File: src/rtl/svd_pkg.sv
// Shared types and constants for the SVD result unloader slice.
// Matrix tags, FSM state encoding and the even-parity helper.
package svd_pkg;

  localparam logic [1:0] MAT_A = 2'd0;
  localparam logic [1:0] MAT_U = 2'd1;
  localparam logic [1:0] MAT_V = 2'd2;

  localparam int ELEM_IDX_W = 4;
  localparam int PAR_MAX_W  = 64;

  typedef enum logic {
    ST_IDLE   = 1'b0,
    ST_STREAM = 1'b1
  } state_t;

  function automatic logic even_parity(input logic [PAR_MAX_W-1:0] i_d);
    return ^i_d;
  endfunction

endpackage

File: src/rtl/svd_elem_select.sv
// Combinational element mux: picks one element of the A/U/V shadow
// array by matrix tag and element index.
module svd_elem_select
  import svd_pkg::*;
#(
  parameter int DATA_WIDTH = 24,
  parameter int NUM_ELEM   = 16
) (
  input  logic [NUM_ELEM*DATA_WIDTH-1:0] i_mat_a,
  input  logic [NUM_ELEM*DATA_WIDTH-1:0] i_mat_u,
  input  logic [NUM_ELEM*DATA_WIDTH-1:0] i_mat_v,
  input  logic [1:0]                     i_sel,
  input  logic [ELEM_IDX_W-1:0]          i_idx,
  output logic [DATA_WIDTH-1:0]          o_data
);

  // element lookup by (sel, idx); tag 3 is never used and reads as zero
  always_comb begin
    o_data = '0;
    case (i_sel)
      MAT_A:   o_data = i_mat_a[i_idx*DATA_WIDTH +: DATA_WIDTH];
      MAT_U:   o_data = i_mat_u[i_idx*DATA_WIDTH +: DATA_WIDTH];
      MAT_V:   o_data = i_mat_v[i_idx*DATA_WIDTH +: DATA_WIDTH];
      default: o_data = '0;
    endcase
  end

endmodule

File: src/rtl/svd_result_unloader.sv
// Captures the A/U/V result words on a rising en_out_svd and streams them
// element by element over valid/ready. Optional feature: SVD_UNLOAD_PARITY_EN.
module svd_result_unloader
  import svd_pkg::*;
#(
  parameter int DATA_WIDTH  = 24,
  parameter int NUM_ELEM    = 16,
  parameter int DATA_CORDIC = NUM_ELEM*DATA_WIDTH
) (
  input  logic                   clk,
  input  logic                   rst_n,
  input  logic                   en_out_svd,
  input  logic [DATA_CORDIC-1:0] data_in_A,
  input  logic [DATA_CORDIC-1:0] data_in_U,
  input  logic [DATA_CORDIC-1:0] data_in_V,
  input  logic                   out_ready,
  input  logic                   clr_overrun,
  output logic                   out_valid,
  output logic [DATA_WIDTH-1:0]  out_data,
  output logic [1:0]             out_sel,
  output logic [ELEM_IDX_W-1:0]  out_idx,
  output logic                   out_last,
  output logic                   busy,
`ifdef SVD_UNLOAD_PARITY_EN
  output logic                   out_parity,
`endif
  output logic                   overrun
);

  state_t                  r_state;
  logic                    r_en_q;
  logic [DATA_CORDIC-1:0]  r_shadow_a;
  logic [DATA_CORDIC-1:0]  r_shadow_u;
  logic [DATA_CORDIC-1:0]  r_shadow_v;
  logic [1:0]              r_sel;
  logic [ELEM_IDX_W-1:0]   r_idx;
  logic                    r_valid;
  logic                    r_last;
  logic [DATA_WIDTH-1:0]   r_data;
  logic                    r_overrun;

  logic                    w_rise;
  logic                    w_hs;
  logic [1:0]              w_sel_nxt;
  logic [ELEM_IDX_W-1:0]   w_idx_nxt;
  logic                    w_last_nxt;
  logic [DATA_WIDTH-1:0]   w_mux_data;
  logic [DATA_WIDTH-1:0]   w_data_nxt;

  assign w_rise     = en_out_svd & ~r_en_q;
  assign w_hs       = r_valid & out_ready;
  assign w_idx_nxt  = r_idx + 4'd1;
  assign w_sel_nxt  = (r_idx == 4'd15) ? (r_sel + 2'd1) : r_sel;
  assign w_last_nxt = (w_sel_nxt == MAT_V) && (w_idx_nxt == 4'd15);

  // the mux looks one element ahead so out_data can stay a plain register
  svd_elem_select #(
    .DATA_WIDTH (DATA_WIDTH),
    .NUM_ELEM   (NUM_ELEM)
  ) u_elem_select (
    .i_mat_a (r_shadow_a),
    .i_mat_u (r_shadow_u),
    .i_mat_v (r_shadow_v),
    .i_sel   (w_sel_nxt),
    .i_idx   (w_idx_nxt),
    .o_data  (w_mux_data)
  );

  // next output element: A[0] straight from the input on capture, else lookahead
  always_comb begin
    w_data_nxt = r_data;
    if ((r_state == ST_IDLE) && w_rise) begin
      w_data_nxt = data_in_A[DATA_WIDTH-1:0];
    end else if ((r_state == ST_STREAM) && w_hs) begin
      w_data_nxt = r_last ? '0 : w_mux_data;
    end else begin
      w_data_nxt = r_data;
    end
  end

  // stream FSM, shadow capture, index counters and sticky overrun
  always_ff @(posedge clk or negedge rst_n) begin
    if (!rst_n) begin
      r_state    <= ST_IDLE;
      r_en_q     <= 1'b0;
      r_shadow_a <= '0;
      r_shadow_u <= '0;
      r_shadow_v <= '0;
      r_sel      <= 2'd0;
      r_idx      <= 4'd0;
      r_valid    <= 1'b0;
      r_last     <= 1'b0;
      r_data     <= '0;
      r_overrun  <= 1'b0;
    end else begin
      r_en_q <= en_out_svd;
      r_data <= w_data_nxt;
      case (r_state)
        ST_IDLE: begin
          if (w_rise) begin
            r_shadow_a <= data_in_A;
            r_shadow_u <= data_in_U;
            r_shadow_v <= data_in_V;
            r_sel      <= MAT_A;
            r_idx      <= 4'd0;
            r_valid    <= 1'b1;
            r_last     <= 1'b0;
            r_state    <= ST_STREAM;
          end
        end
        ST_STREAM: begin
          if (w_hs && r_last) begin
            r_sel   <= 2'd0;
            r_idx   <= 4'd0;
            r_valid <= 1'b0;
            r_last  <= 1'b0;
            r_state <= ST_IDLE;
          end else if (w_hs) begin
            r_sel  <= w_sel_nxt;
            r_idx  <= w_idx_nxt;
            r_last <= w_last_nxt;
          end
        end
        default: begin
          r_state <= ST_IDLE;
          r_valid <= 1'b0;
        end
      endcase
      // a new result during STREAM (including the final beat) is dropped and flagged
      if (w_rise && (r_state == ST_STREAM)) begin
        r_overrun <= 1'b1;
      end else if (clr_overrun) begin
        r_overrun <= 1'b0;
      end
    end
  end

`ifdef SVD_UNLOAD_PARITY_EN
  logic r_parity;

  // parity tracks out_data so it holds under backpressure as well
  always_ff @(posedge clk or negedge rst_n) begin
    if (!rst_n) begin
      r_parity <= 1'b0;
    end else begin
      r_parity <= even_parity(PAR_MAX_W'(w_data_nxt));
    end
  end

  assign out_parity = r_parity;
`endif

  assign out_valid = r_valid;
  assign out_data  = r_data;
  assign out_sel   = r_sel;
  assign out_idx   = r_idx;
  assign out_last  = r_last;
  assign busy      = (r_state == ST_STREAM);
  assign overrun   = r_overrun;

endmodule
File: config.mk
export PLATFORM = sky130hd
export DESIGN_NAME = svd_result_unloader
export DESIGN_NICKNAME = d
export VERILOG_FILES = /design/src/rtl/svd_pkg.sv /design/src/rtl/svd_elem_select.sv /design/src/rtl/svd_result_unloader.sv
export SDC_FILE = /design/constraint.sdc
export NUM_CORES = 2
export LEC_CHECK = 0
export BUFFER_PORTS_ARGS = -buffer_cell sky130_fd_sc_hd__buf_2
export CORE_AREA = 5 5 461 463
export DETAILED_ROUTE_END_ITERATION = 16
export DIE_AREA = 0 0 466 468
export PLACE_DENSITY = 0.54
export SLEW_MARGIN = 15
export SYNTH_ARGS = -nofsm -noshare
export SYNTH_HDL_FRONTEND = slang
export SYNTH_SLANG_ARGS = --single-unit
File: constraint.sdc
create_clock -name clk -period 2.91 [get_ports clk]
set_clock_uncertainty 0.05 [all_clocks]
set_input_delay 0.873 -clock clk [delete_from_list [all_inputs] [get_ports clk]]
set_output_delay 0.873 -clock clk [all_outputs]
set_load 0.05 [all_outputs]
==> results.md <==
- CTS tree: done
- Area delta synth->final: 41.1%
- Sw Share: 38.0%
- Largest net degree at the start of global routing: 101
- Placed cell area: 66,900 um^2
- Final net count: 6,728
- First-pass GRT wire length: 391,000 um
- H-tree Lvls: 4
- CTS sink count: 1,187
- Port bufs: 1,190
- Rel. slew slack: 44.2%
- Layout Cells excl Fill: 8,586
- Int Pwr: 50.1 mW
- Vias in the first global route: 45,500
- Iteration-0 DRC Markers: 3,217
- Clock power frac: 23.1%
- Post-synth EDFFs: 0
- FILL cells: 20,400
- Final critical-path required period: 3430 ps
- Synth Flop Type: dfrtp_1
- Total CTS buffers: 143
- Crit-path cells: ha_4 -> nand4_1 -> xor2_1 -> buf_4 -> inv_4 -> ha_4 -> buf_16 -> buf_16 -> buf_12 -> buf_8 -> nand2_2 -> o21ai_2 -> mux4_2 -> o22ai_4 -> nor4_2 -> a221o_1
- Die Y: 468 um
- Syn Nets: 5,131
- Number of cell rows: 168
- Startpoint class of the critical path: flip-flop
- Async S/R FF share, synth: 100%
- Synth area leaders: dfrtp_1 (55%), mux2_2 (24%), a22oi_1 (2.8%), a221oi_1 (2.4%), buf_2 (2.3%)
- Crit Path Category: flip-flop to flip-flop
- Pleak: 32.5 nW
- RSZ-0062 raised after global routing: yes
- P per Cell Area: 1060 nW/um^2
- Fmax: 0.292 GHz
- Post-synthesis cell count: 3,969
- Wire per inst: 34.2 um
- Syn Area/Cell: 13.6 um^2
- Hold WS: 142 ps
- CP Capture Type: flip-flop
- Slew Limit Fails: 0
- Status: complete, but fails checks
- Pre-CTS setup slack: -1240 ps
- Final instance area: 75,900 um^2
- Die Area: 218,000 um^2
- Failing checks: setup timing
- Ys Warns: 0
- TNS Setup: -10,330 ps
- Io pins: 1,191
- Die X: 466 um
- Skew-Pair Late Insertion Delay: 810 ps
- CP max FO: 6
- Comb pwr share: 40.6%
- Multi-input logic area: 24,300 um^2
- Commonest non-fill, non-tap cell in the layout: buf_2
- Layout cells sized above 1: 62.4%
- Register area share after synthesis: 55.2%
- Net Sw Power: 30.7 mW
- Vias/cell: 5.13
- Library cells used by synthesis: 73
- Final setup fails: 24
- Clk buf depth: 3
- GRT Resource Usage Total: 26.0%
- Routability congestion estimate: 0.899
- Worst-path clk slew: 60 ps
- Final hold vios: 0
- Area fraction of the dominant cell type after synthesis: 55.2%
- Min-Delay Path Class: input pin to flip-flop
- Root Buffer Master: clkbuf_16
- First-pass iteration count of the detailed router: 5
- Synthesized cell area: 53,800 um^2
- Worst Path Required: 3520 ps
- Worst VDD drop: 0.000683 V
- Sequential share of power: 36.3%
- Initial Util: 25.8%
- Core box area: 208,000 um^2
- Most frequent cells in the layout: buf_2 (1,188), dfrtp_1 (1,185), mux2_2 (1,166)
- Part of the cycle the worst path needs: 118%
- Initial antenna violation count: 291
- CP max stage cell: mux4_2
- WL final: 293,000 um
- Crit path largest cell delay: 530 ps
- Via count: 44,100
- Tightest Pin Transition: 834 ps
- Final routed DRC violation total: 0
- Yosys top cell by area: dfrtp_1
- Placed cell count: 8,124
- Seq cells post-synth: 1,187
- Max-cap violations: 0
- Gr ovfl total: 0
- Reg area: 29,700 um^2
- Hpwl dp: 229,000 um
- Final antenna-violating net count: 0
- Final worst slack: -516 ps
- WP data arrival: 4040 ps
==> routing by layer <==
metal  track usage (%)  wire, um
met2              41.5    135000
met1              33.5    123000
met4              8.25     10200
met3              8.16     24600
met5                 0       927
==> power by group through the flow <==
stage | Clock, mW | Sequential, mW | Combinational (mW)
floorplan | 0 | 27.4 | 14.6
finish | 18.6 | 29.3 | 32.8
detailed placement | 0 | 29.2 | 29.3
global route | 19.6 | 30.0 | 34.8
global placement | 0 | 29.1 | 29.0
CTS | 19.0 | 29.1 | 32.2
==> worst max-delay path: cells and delay by family, from the launching register on <==
kind / cells / cell delay (ps)
buffers and inverters: 6 / 790
AO/OA/AOI/OAI: 3 / 540
flip-flops: 1 / 480
multiplexers: 1 / 530
AND/OR/NAND/NOR: 3 / 210
XOR/XNOR: 1 / 190
adder cells (fa/ha/maj): 2 / 450
==> flip-flops by register name, summed over array words and instances (netlist names) <==
register and cells:
out_valid 1, out_data 24, out_idx 4, r_shadow_u 384, r_shadow_a 384, out_last 1, r_shadow_v 384, overrun 1
r_en_q 1, busy 1, out_sel 2
==> cells in the mapped netlist, types with 33 or more instances <==
| cell | number |
|---|---|
| dfrtp_1 | 1187 |
| mux2_2 | 1166 |
| buf_2 | 244 |
| a22oi_1 | 199 |
| a221oi_1 | 145 |
| o21ai_0 | 141 |
| nand2_1 | 133 |
| nor2_1 | 78 |
| clkbuf_1 | 45 |
| a221o_1 | 43 |
| buf_4 | 39 |
| o221ai_1 | 37 |
| nor3_1 | 33 |
| o22ai_1 | 33 |
==> cells by family after synthesis <==
kind of cell | count (synthesis) | share of synthesized area [%]
AO/OA/AOI/OAI | 884 | 12.5
adder cells (fa/ha/maj) | 5 | 0.116
buffers and inverters | 364 | 3.70
multiplexers | 1221 | 25.9
AND/OR/NAND/NOR | 303 | 2.50
flip-flops | 1187 | 55.2
XOR/XNOR | 5 | 0.0953
==> metrics by stage <==
| stage | utilization (%) | power, mW |
|---|---|---|
| 3_5_place_dp | 32.1 | 58.5 |
| 2_1_floorplan | - | 42.0 |
| 3_3_place_gp | 32.1 | 58.1 |
| 5_1_grt | 36.4 | 84.3 |
| 4_1_cts | 35.8 | 80.3 |
| 6_report | 36.5 | 80.7 |
==> worst paths after layout <==
kind	depth (start not counted)	slack [ps]	to	start
max in group asynchronous	3	1130	r_shadow_u[141]$_DFFE_PN0P_	rst_n
setup / recovery	16	-520	out_data[15]$_DFFE_PN0P_	out_idx[0]$_DFFE_PN0P_
hold reg to reg	1	450	r_shadow_a[23]$_DFFE_PN0P_	r_shadow_a[23]$_DFFE_PN0P_
hold / removal	1	140	r_en_q$_DFF_PN0_	en_out_svd
setup reg to reg	16	-520	out_data[15]$_DFFE_PN0P_	out_idx[0]$_DFFE_PN0P_
min in group asynchronous	2	580	r_shadow_u[215]$_DFFE_PN0P_	rst_n
==> repair_timing <==
item / in CTS / in global routing
gates cloned: 26 / 4
buffers inserted: 56 / 29
setup endpoints to repair: 25 / 24
hold buffers: 1 / 0
resized for setup: 327 / 157
pin swaps: 60 / 79
endpoints found under the hold margin: 8 / 0
==> cell type report <==
cell class                      instances  share of cell area [%]
Antenna cell                          103                   0.339
Clock buffer                          196                    5.36
Clock inverter                         61                    1.03
Inverter                                8                  0.0659
Multi-Input combinational cell       2418                    32.0
Sequential cell                      1187                    39.1
Tap cell                             2805                    4.62
Timing Repair Buffer                 1808                    17.5
(Power assumes the default switching activity.)
